===== config.mk =====
export PLATFORM = sky130hd
export DESIGN_NAME = uart_tx
export DESIGN_NICKNAME = d
export VERILOG_FILES = /design/src/rtl/uart_tx.sv
export SDC_FILE = /design/constraint.sdc
export NUM_CORES = 1
export LEC_CHECK = 0
export CORE_MARGIN = 1.5
export CORE_UTILIZATION = 54
export DETAILED_ROUTE_END_ITERATION = 8
export PLACE_DENSITY = 0.8
export RECOVER_POWER = 100
export REMOVE_ABC_BUFFERS = 1
export SLEW_MARGIN = 20
export SYNTH_ARGS = -nofsm -noshare
export SYNTH_HDL_FRONTEND = slang
export SYNTH_SLANG_ARGS = --single-unit

===== constraint.sdc =====
create_clock -name i_clk -period 2.4 [get_ports i_clk]
set_input_delay 0.48 -clock i_clk [delete_from_list [all_inputs] [get_ports i_clk]]
set_output_delay 0.48 -clock i_clk [all_outputs]
set_load 0.05 [all_outputs]

===== src/rtl/uart_tx.sv =====
// UART transmitter: start bit, D_BIT data bits LSB first, optional parity, stop bit(s).
// Bit timing is 16 baud ticks per bit; the stop field lasts SB_TICK ticks.
module uart_tx #(
    parameter int unsigned D_BIT      = 8,
    parameter int unsigned SB_TICK    = 16,
    parameter int unsigned PARITY_EN  = 0,
    parameter int unsigned PARITY_ODD = 0
) (
    input  logic             i_clk,
    input  logic             i_reset_n,
    input  logic             i_s_tick,
    input  logic             i_tx_start,
    input  logic [D_BIT-1:0] i_data,
    output logic             o_tx,
    output logic             o_busy,
    output logic             o_tx_done_tick
);

    localparam int unsigned TICK_MAX = (SB_TICK > 16) ? SB_TICK : 16;
    localparam int unsigned TW       = $clog2(TICK_MAX);
    localparam int unsigned BW       = (D_BIT > 1) ? $clog2(D_BIT) : 1;

    localparam logic [TW-1:0] BIT_LAST  = TW'(15);
    localparam logic [TW-1:0] STOP_LAST = TW'(SB_TICK - 1);
    localparam logic [BW-1:0] DATA_LAST = BW'(D_BIT - 1);

    typedef enum logic [2:0] {
        IDLE   = 3'd0,
        START  = 3'd1,
        DATA   = 3'd2,
        PARITY = 3'd3,
        STOP   = 3'd4
    } state_t;

    state_t           state;
    logic [TW-1:0]    tick_cnt;
    logic [BW-1:0]    bit_cnt;
    logic [D_BIT-1:0] shift;
    logic             parity;
    logic             tx;
    logic             busy;
    logic             done;

    // Line level is loaded one edge ahead of each state change so the pin stays a pure flop.
    always_ff @(posedge i_clk or negedge i_reset_n) begin
        if (!i_reset_n) begin
            state    <= IDLE;
            tick_cnt <= '0;
            bit_cnt  <= '0;
            shift    <= '0;
            parity   <= 1'b0;
            tx       <= 1'b1;
            busy     <= 1'b0;
            done     <= 1'b0;
        end else begin
            done <= 1'b0;
            case (state)
                IDLE: begin
                    tx <= 1'b1;
                    if (i_tx_start) begin
                        shift    <= i_data;
                        parity   <= (^i_data) ^ (PARITY_ODD != 0);
                        tick_cnt <= '0;
                        state    <= START;
                        tx       <= 1'b0;
                        busy     <= 1'b1;
                    end
                end
                START: begin
                    if (i_s_tick) begin
                        if (tick_cnt == BIT_LAST) begin
                            tick_cnt <= '0;
                            bit_cnt  <= '0;
                            state    <= DATA;
                            tx       <= shift[0];
                        end else begin
                            tick_cnt <= tick_cnt + TW'(1);
                        end
                    end
                end
                DATA: begin
                    if (i_s_tick) begin
                        if (tick_cnt == BIT_LAST) begin
                            tick_cnt <= '0;
                            shift    <= shift >> 1;
                            if (bit_cnt == DATA_LAST) begin
                                if (PARITY_EN != 0) begin
                                    state <= PARITY;
                                    tx    <= parity;
                                end else begin
                                    state <= STOP;
                                    tx    <= 1'b1;
                                end
                            end else begin
                                bit_cnt <= bit_cnt + BW'(1);
                                tx      <= shift[1];
                            end
                        end else begin
                            tick_cnt <= tick_cnt + TW'(1);
                        end
                    end
                end
                PARITY: begin
                    if (i_s_tick) begin
                        if (tick_cnt == BIT_LAST) begin
                            tick_cnt <= '0;
                            state    <= STOP;
                            tx       <= 1'b1;
                        end else begin
                            tick_cnt <= tick_cnt + TW'(1);
                        end
                    end
                end
                STOP: begin
                    tx <= 1'b1;
                    if (i_s_tick) begin
                        if (tick_cnt == STOP_LAST) begin
                            tick_cnt <= '0;
                            state    <= IDLE;
                            busy     <= 1'b0;
                            done     <= 1'b1;
                        end else begin
                            tick_cnt <= tick_cnt + TW'(1);
                        end
                    end
                end
                default: begin
                    state <= IDLE;
                    tx    <= 1'b1;
                    busy  <= 1'b0;
                end
            endcase
        end
    end

    assign o_tx           = tx;
    assign o_busy         = busy;
    assign o_tx_done_tick = done;

endmodule


# Yosys cells after proc, flatten, opt, wreduce, memory -nomap -nowiden
# Index checks and enable logic that the tools add are counted.
# classes
n_reduce_logical,12
n_eq_ne,18
n_addsub,2
muxes,39
bitwise,1
# ops
cell,n
2-to-1 mux 3 bit,13
2-to-1 mux 8 bit,3
inequality test 2 bit (second input constant),11
one-hot mux 8 bit (2 select lines),1
one-hot mux 3 bit (5 select lines),1
2-to-1 mux 1 bit,14
2-to-1 mux 4 bit,3
AND reduction 6 bit,2
AND reduction 10 bit,1
one-hot mux 4 bit (2 select lines),1
AND reduction 4 bit,2
equality test 3 x 2 -> 1 bit (second input constant),2
equality test 3 bit (second input constant),2
one-hot mux 3 bit (2 select lines),1
nonzero test 2 bit,3
adder 4 x 1 -> 4 bit (second input constant),1
equality test 4 bit (second input constant),1
one-hot mux 1 bit (4 select lines),1
OR reduction 4 bit,1
adder 3 x 1 -> 3 bit (second input constant),1
equality test 3 x 1 -> 1 bit (second input constant),1
logical NOT 3 bit,1
one-hot mux 1 bit (3 select lines),1
AND reduction 3 bit,1
other kinds (3),3
# totals
wordCells,79
reg_bits,21

# Depth between registers and ports, before layout
# Gate-level depths: netlist of the first run.
# logic_depth
word_depth,5
mapped_depth,5
mapped_depth_nobuf,5

# Least setup slack after synthesis of the first run
# No wires, ideal clock.
# synth_timing
path_type,register -> register
from,register bit_cnt[0]
to,register bit_cnt[0]
arrival_ps,1647
required_ps,2275
setup_ps,125
path_buffers,0
period_less_slack_ps,1772
stages_incl_launch_ff,6
setup_slack_ps,628
path_cell_list,dfrtp_1 ha_1 ha_1 or3b_1 a211o_1 mux2_4
# synth_between
elab_chain_len,5
# synth_rtl
item,line,rtl
start: declaration,37,logic [BW-1:0] bit_cnt;
start signal: assignment,95,bit_cnt <= bit_cnt + BW'(1);
adder 3 x 1 -> 3 bit,95,
2-to-1 mux 3 bit,86,if (bit_cnt == DATA_LAST) begin
2-to-1 mux 3 bit,83,if (tick_cnt == BIT_LAST) begin
2-to-1 mux 3 bit,82,if (i_s_tick) begin
one-hot mux 3 bit (2 select lines),57,case (state)
# Parallel ways exist; a longest one is shown, timed or not. The select of a mux whose other input is x is not followed.
# A chain may end at the register's enable or synchronous reset.

# Final worst setup path of the first run
# layout_timing
from,"register tx, in the netlist o_tx"
to,output o_tx
# layout_lines
item,line,rtl
start: declaration,40,logic tx;
start signal: assignment,75,tx <= shift[0];
start signal: assignment,89,tx <= parity;
start signal: assignment,96,tx <= shift[1];
end: declaration,14,"output logic o_tx,"
# No word-level cell between the ends.

==> results.yml, run 1 <==
grt:
  first_global_vias: 972
  maximum_number_of_pins_on_one_net_before_global_route_repair: 21
  antenna_found_initial: 0
  grt_pass1_wl_um: 4420
  grt.total_usage_pct: 23.0
  grt-ovfl-total: 0
placement:
  numPortBuffers: 14
  gp_congestion: 0.757
  detailed_place_hpwl_um: 1810
hold_path:
  worst_hold_startpoint: "bit_cnt[1]"
  timing.hold.worst_path_depth: 1
  timing.hold.worst.class: "reg2reg"
  hold_path_end: "bit_cnt[1]"
job:
  drv.max_cap_violation_count: 0
setup_path:
  crit_path_cell_trace: "dlygate4sd3_1"
  data_arrival_time_of_the_worst_path_ns: 1.72
  register_to_register_setup_slack_ns: 0.43
  setup.worst_path.end_class: "primary output"
  critical_path_buffers_and_inverters: 1
  reg2regPathDepth: 4
  critPathMaxStageDelay_ns: 0.87
  type_of_the_setup_path_with_the_least_slack: "reg2out"
  critPathMaxFanout: 2
  crit-reg2reg-launch: "tick_cnt[1]"
  crit-reg2reg-capture: "shift[1]"
  critPathTopFamily: "buffers and inverters"
  crit_slowest_cell: "sky130_fd_sc_hd__dlygate4sd3_1"
  crit_path_start_kind: "flip-flop"
  critPathRequiredTime_ns: 1.92
detailed_routing:
  routed_wire_length_per_instance_um: 16.2
  detail_route.first_pass.iterations: 4
  via_per_inst: 6.38
  antenna_violating_nets_post_route: 0
  first_iter_violations: 33
  route.vias.total: 1015
  postRouteWirelength_um: 2570
  drt_drc_violations_left: 0
sta:
  grt_setup_unrepaired: "false"
  hold_viol: 0
  timing_worst_slew_pin_value_ns: 0.643
  min_period_ns: 2.20
  report.final.setup_viol: 0
  final.period_utilization_pct: 91.6
  achievable-frequency_ghz: 0.455
  finalClockSkew_ns: 0.0108
  maxSlewHeadroom_pct: 57.1
  finalHoldWorstSlack_ns: 0.529
  timing.final.max_slew_violations: 0
  finalSetupTns_ns: 0
synth:
  synthesized_instance_count: 120
  synth_flop_cell: "sky130_fd_sc_hd__dfrtp_1"
  synth_largest_area_cell: "sky130_fd_sc_hd__dfrtp_1"
  netlist-cell-type-count: 45
  synth_compound_area_share_pct: 24.2
  yosys.area_share.adder_pct: 3.80
  synth_enable_flop_cells: 0
  synth_sequential_area_ratio_pct: 42.1
  synth_simple_gate_area_share_pct: 23.1
  synth.area.mux_share_pct: 1.20
  synth_top_family_by_area: "compound AO/OA/AOI/OAI gates"
  netlist.area_leader.share_pct: 40.0
  synthTopCellsByArea: "sky130_fd_sc_hd__dfrtp_1 (40%), sky130_fd_sc_hd__o221a_2 (6.3%), sky130_fd_sc_hd__nand2b_1 (3.5%)"
  synthXorXnorAreaFrac_pct: 0
  number_of_synthesized_register_bits: 21
  yosysWarnings: 0
  netlist_area_um2: 1250
  synth-async-reset-ratio_pct: 100
  syn_area_per_cell_um2: 10.4
clocking:
  clockRootBuffer: "sky130_fd_sc_hd__clkbuf_4"
  cts_max_level: 1
  cts_resized: 0
  hold_fix_buffers_at_cts: 0
  postCtsSetupBuffers: 0
  clk-insertion-delay-late_ns: 0.31
  cts_num_sinks: 21
  tritoncts: "done"
  cts_made_buffers: 3
  path_clk_slew_ns: 0.11
  cts-root-to-sink-buffers: 2
floorplanning:
  y_dimension_of_the_die_um: 51.2
  die-width_um: 51.2
  die_footprint_um2: 2620
  num_io_pins: 15
  floorplan.initialDensity_pct: 57.2
  core_um2: 2190
  row_count: 17
power:
  static-leakage-power_uw: 0.000546
  power.ir.vdd_worst_mv: 0.552
  p_per_area_nw_per_um2: 1020
final_layout:
  final_cell_mix: "sky130_fd_sc_hd__dfrtp_1 (20), sky130_fd_sc_hd__clkdlybuf4s50_1 (9), sky130_fd_sc_hd__a21oi_1 (7), sky130_fd_sc_hd__nand2b_1 (7), sky130_fd_sc_hd__o221a_2 (7)"
  drive_gt1_share_pct: 15.3
  synthToLayoutAreaGrowth_pct: 11.5
  antenna_diode_count: 0
  num-nets-final: 147
  layout.cells.most_common: "sky130_fd_sc_hd__dfrtp_1"
outcome:
  status: "finished, final reports clean"
==> through the flow <==
stage	utilization, %	instance area [um^2]	worst slack [ns]	std cells	total power [uW]
after floorplan	-	1200	0.627	110	1110
after global placement	63.8	1400	0.310	155	1280
after detailed placement	63.8	1400	0.253	155	1300
after CTS	65.0	1430	0.262	159	1470
after global routing	63.7	1400	0.157	159	1540
final	63.7	1400	0.203	159	1430
==> report_power, final <==
part | switching [uW] | internal, uW
combinational | 271 | 299
sequential | 195 | 491
clock | 111 | 62.4
total | 577 | 852
==> cells in the mapped netlist, drive strengths merged, types with 2 or more instances <==
master	count
nand2	5
a21oi	7
a211o	2
nor2	4
a31oi	2
nand2b	7
dfrtp	20
nand4	4
a22o	2
buf	7
or2b	2
inv	5
o21ai	5
o32ai	2
or3b	2
o221a	8
nor3	4
clkbuf	3
nand3	5
o211ai	2
nor4b	2
ha	3
==> layout make-up <==
type                       count  area [um^2]
clock buffer                   3         22.5
clock inverter                 1         5.00
tap                           28         35.0
timing repair buffer          17          159
fill                         195          795
multi-input combinational     84          629
sequential                    21          527
inverter                       5         18.8
==> worst max-delay path by stage <==
stage | cells after the start | from | end
2_1_floorplan | 5 | bit_cnt[0] | bit_cnt[0]
3_3_place_gp | 4 | i_s_tick | shift[5]
3_5_place_dp | 4 | i_s_tick | shift[3]
4_1_cts | 1 | o_tx | o_tx
5_1_grt | 1 | o_tx | o_tx
6_report | 1 | o_tx | o_tx
==> flip-flops by register name, indices dropped and copies added, names as in the netlist <==
name / flops
o_tx: 1
state: 3
o_busy: 1
o_tx_done_tick: 1
tick_cnt: 4
shift: 8
bit_cnt: 3
==> kinds of logic after synthesis <==
logic type,count (synthesis)
AOI/OAI and AO/OA,36
adders and majority gates,4
buffers and inverters,15
DFF,21
muxes,1
and+or+nand+nor,43
==> metal layers <==
layer / GRT usage, % / share of wire, %
met5: 0 / 0
met4: 11.3 / 1.6
met2: 37.2 / 51
met3: 3.51 / 4.8
met1: 30.0 / 43
Power figures use the tool's default switching activity.
==> inputs of run 2 (changes only) <==
--- a/config.mk
+++ b/config.mk
@@ -6,9 +6,10 @@
 export NUM_CORES = 1
 export LEC_CHECK = 0
 export CORE_MARGIN = 1.5
-export CORE_UTILIZATION = 54
+export CORE_UTILIZATION = 60
 export DETAILED_ROUTE_END_ITERATION = 8
-export PLACE_DENSITY = 0.8
+export DONT_BUFFER_PORTS = 1
+export PLACE_DENSITY = 0.78
 export RECOVER_POWER = 100
 export REMOVE_ABC_BUFFERS = 1
 export SLEW_MARGIN = 20
==> results.yml, run 2 (synthesis gave the netlist of run 1 again) <==
detailed_routing:
  first_iter_violations: 42
  maxUsedRoutingLayer: "met4"
  detail_route.first_pass.iterations: 4
  antenna_violating_nets_post_route: 0
  wl_met3_um: 120
  route.vias.total: 963
  met1Wirelength_um: 1150
  drt_drc_violations_left: 0
  via_per_inst: 6.73
  postRouteWirelength_um: 2550
  wl_met2_um: 1270
  routed_wire_length_per_instance_um: 17.8
setup_path:
  reg2regPathDepth: 4
  end_point_of_the_critical_path: "bit_cnt[0]"
  critPathMaxStageDelay_ns: 0.45
  data_arrival_time_of_the_worst_path_ns: 2.16
  crit_slowest_cell: "sky130_fd_sc_hd__dfrtp_1"
  crit-reg2reg-launch: "tick_cnt[0]"
  critPathMaxFanout: 10
  crit_path_cell_trace: "ha_1 -> nand4_1 -> a211o_1 -> mux2_1"
  setup.worst_path.end_class: "flip-flop"
  setup.worst_path.start: "tick_cnt[0]"
  type_of_the_setup_path_with_the_least_slack: "reg2reg"
  critPathRequiredTime_ns: 2.60
  crit-reg2reg-capture: "bit_cnt[0]"
  register_to_register_setup_slack_ns: 0.43
  crit_path_start_kind: "flip-flop"
floorplanning:
  die_footprint_um2: 2370
  core_um2: 1960
  row_count: 16
  die-width_um: 48.7
  floorplan.initialDensity_pct: 63.8
  num_io_pins: 15
  y_dimension_of_the_die_um: 48.7
grt:
  grt_pass1_wl_um: 4490
  grt.total_usage_pct: 23.9
  first_global_vias: 937
  grt-ovfl-total: 0
  maximum_number_of_pins_on_one_net_before_global_route_repair: 22
  antenna_found_initial: 0
power:
  power.ir.vdd_worst_mv: 0.651
  static-leakage-power_uw: 0.000486
  post-layout-total-power_uw: 1390
  p_per_area_nw_per_um2: 1110
final_layout:
  antenna_diode_count: 0
  synthToLayoutAreaGrowth_pct: 0.0997
  fillCellCount: 181
  num-nets-final: 132
  drive_gt1_share_pct: 15.5
  top_register: "shift"
  largest_register_ff_count: 8
  biggestRegsByFlops: "shift x8, tick_cnt x4"
  final-instance-count-excl-fill: 143
  final_cell_mix: "sky130_fd_sc_hd__dfrtp_1 (20), sky130_fd_sc_hd__a21oi_1 (7), sky130_fd_sc_hd__nand2b_1 (7), sky130_fd_sc_hd__o221a_2 (7)"
  layout.cells.most_common: "sky130_fd_sc_hd__dfrtp_1"
sta:
  min_period_ns: 1.97
  timing.final.max_slew_violations: 0
  final.period_utilization_pct: 82.0
  achievable-frequency_ghz: 0.508
  postLayoutSetupSlackWorst_ns: 0.433
  timing_worst_slew_pin_value_ns: 0.921
  grt_setup_unrepaired: "false"
  report.final.setup_viol: 0
  hold_viol: 0
  finalClockSkew_ns: 0.00199
  finalSetupTns_ns: 0
  maxSlewHeadroom_pct: 38.4
clocking:
  cts_resized: 0
  path_clk_slew_ns: 0.12
  clk-insertion-delay-late_ns: 0.30
  clockRootBuffer: "sky130_fd_sc_hd__clkbuf_4"
  cts_num_sinks: 21
  cts_max_level: 1
  cts_made_buffers: 3
  tritoncts: "done"
  cts-root-to-sink-buffers: 2
hold_path:
  timing.hold.worst.class: "in2reg"
placement:
  pre_cts_slack_ns: 0.521
  detailed_place_hpwl_um: 1710
  numPlacedInstances: 138
  numPortBuffers: 0
  gp_congestion: 0.861
outcome:
  status: "finished, final reports clean"
job:
  drv.max_cap_violation_count: 0
[run 2: cell count changes in the layout (fill, tap and decap cells not counted)]
cell / delta
sky130_fd_sc_hd__clkdlybuf4s50_1: -9
sky130_fd_sc_hd__clkbuf_1: -1
sky130_fd_sc_hd__dlygate4sd3_1: -4
sky130_fd_sc_hd__buf_4: -1
sky130_fd_sc_hd__dfstp_1: +1
sky130_fd_sc_hd__dfstp_2: -1
[run 2: metrics by stage]
stage / hold slack [ns] / util, % / instance area [um^2]
2_1_floorplan: 0.184 / - / 1200
3_3_place_gp: 0.185 / 63.3 / 1240
3_5_place_dp: 0.185 / 63.3 / 1240
4_1_cts: 0.291 / 65.2 / 1280
5_1_grt: 0.311 / 63.9 / 1250
6_report: 0.293 / 63.9 / 1250
[run 2: where the power goes]
group	internal, uW	switching [uW]	total, uW
Sequential	490	240	729
Clock	62.1	111	173
Combinational	268	218	485
[run 2: how the worst min path moves through the flow]
stage                    from        endpoint  slack, ns  cells past startpoint
floorplan           i_reset_n      bit_cnt[0]       0.18                      0
global placement    i_reset_n     tick_cnt[3]       0.18                      0
detailed placement  i_reset_n          o_busy       0.18                      0
CTS                 i_data[7]        shift[7]       0.29                      2
global route         i_s_tick  o_tx_done_tick       0.31                      2
finish              i_data[7]        shift[7]       0.29                      2
[run 2: area by class of cell]
type                            count  area, um^2  area share (%)
Inverter                            5        18.8            1.50
Timing Repair Buffer                2        17.5            1.40
Tap cell                           27        33.8            2.69
Multi-Input combinational cell     84         629            50.2
Clock buffer                        3        22.5            1.80
Clock inverter                      1        5.00           0.399
Sequential cell                    21         527            42.0
[run 2: per-layer routing]
layer	vias up	track usage, %
met2	36	40.4
li1	451	-
met5	-	0
met4	0	5.71
met1	474	32.5
met3	2	3.40
[run 2: worst max-delay path, delay by kind of cell, from the launching register on]
kind	cells	cell delay, ns
mux	1	0.31
compound gates	1	0.40
fa+ha+maj	1	0.32
flops	1	0.45
simple gates	1	0.39
[run 2: what timing repair did]
action,in CTS,in global routing
endpoints found under the hold margin,21,0
hold buffers,1,0
buffers inserted,0,0
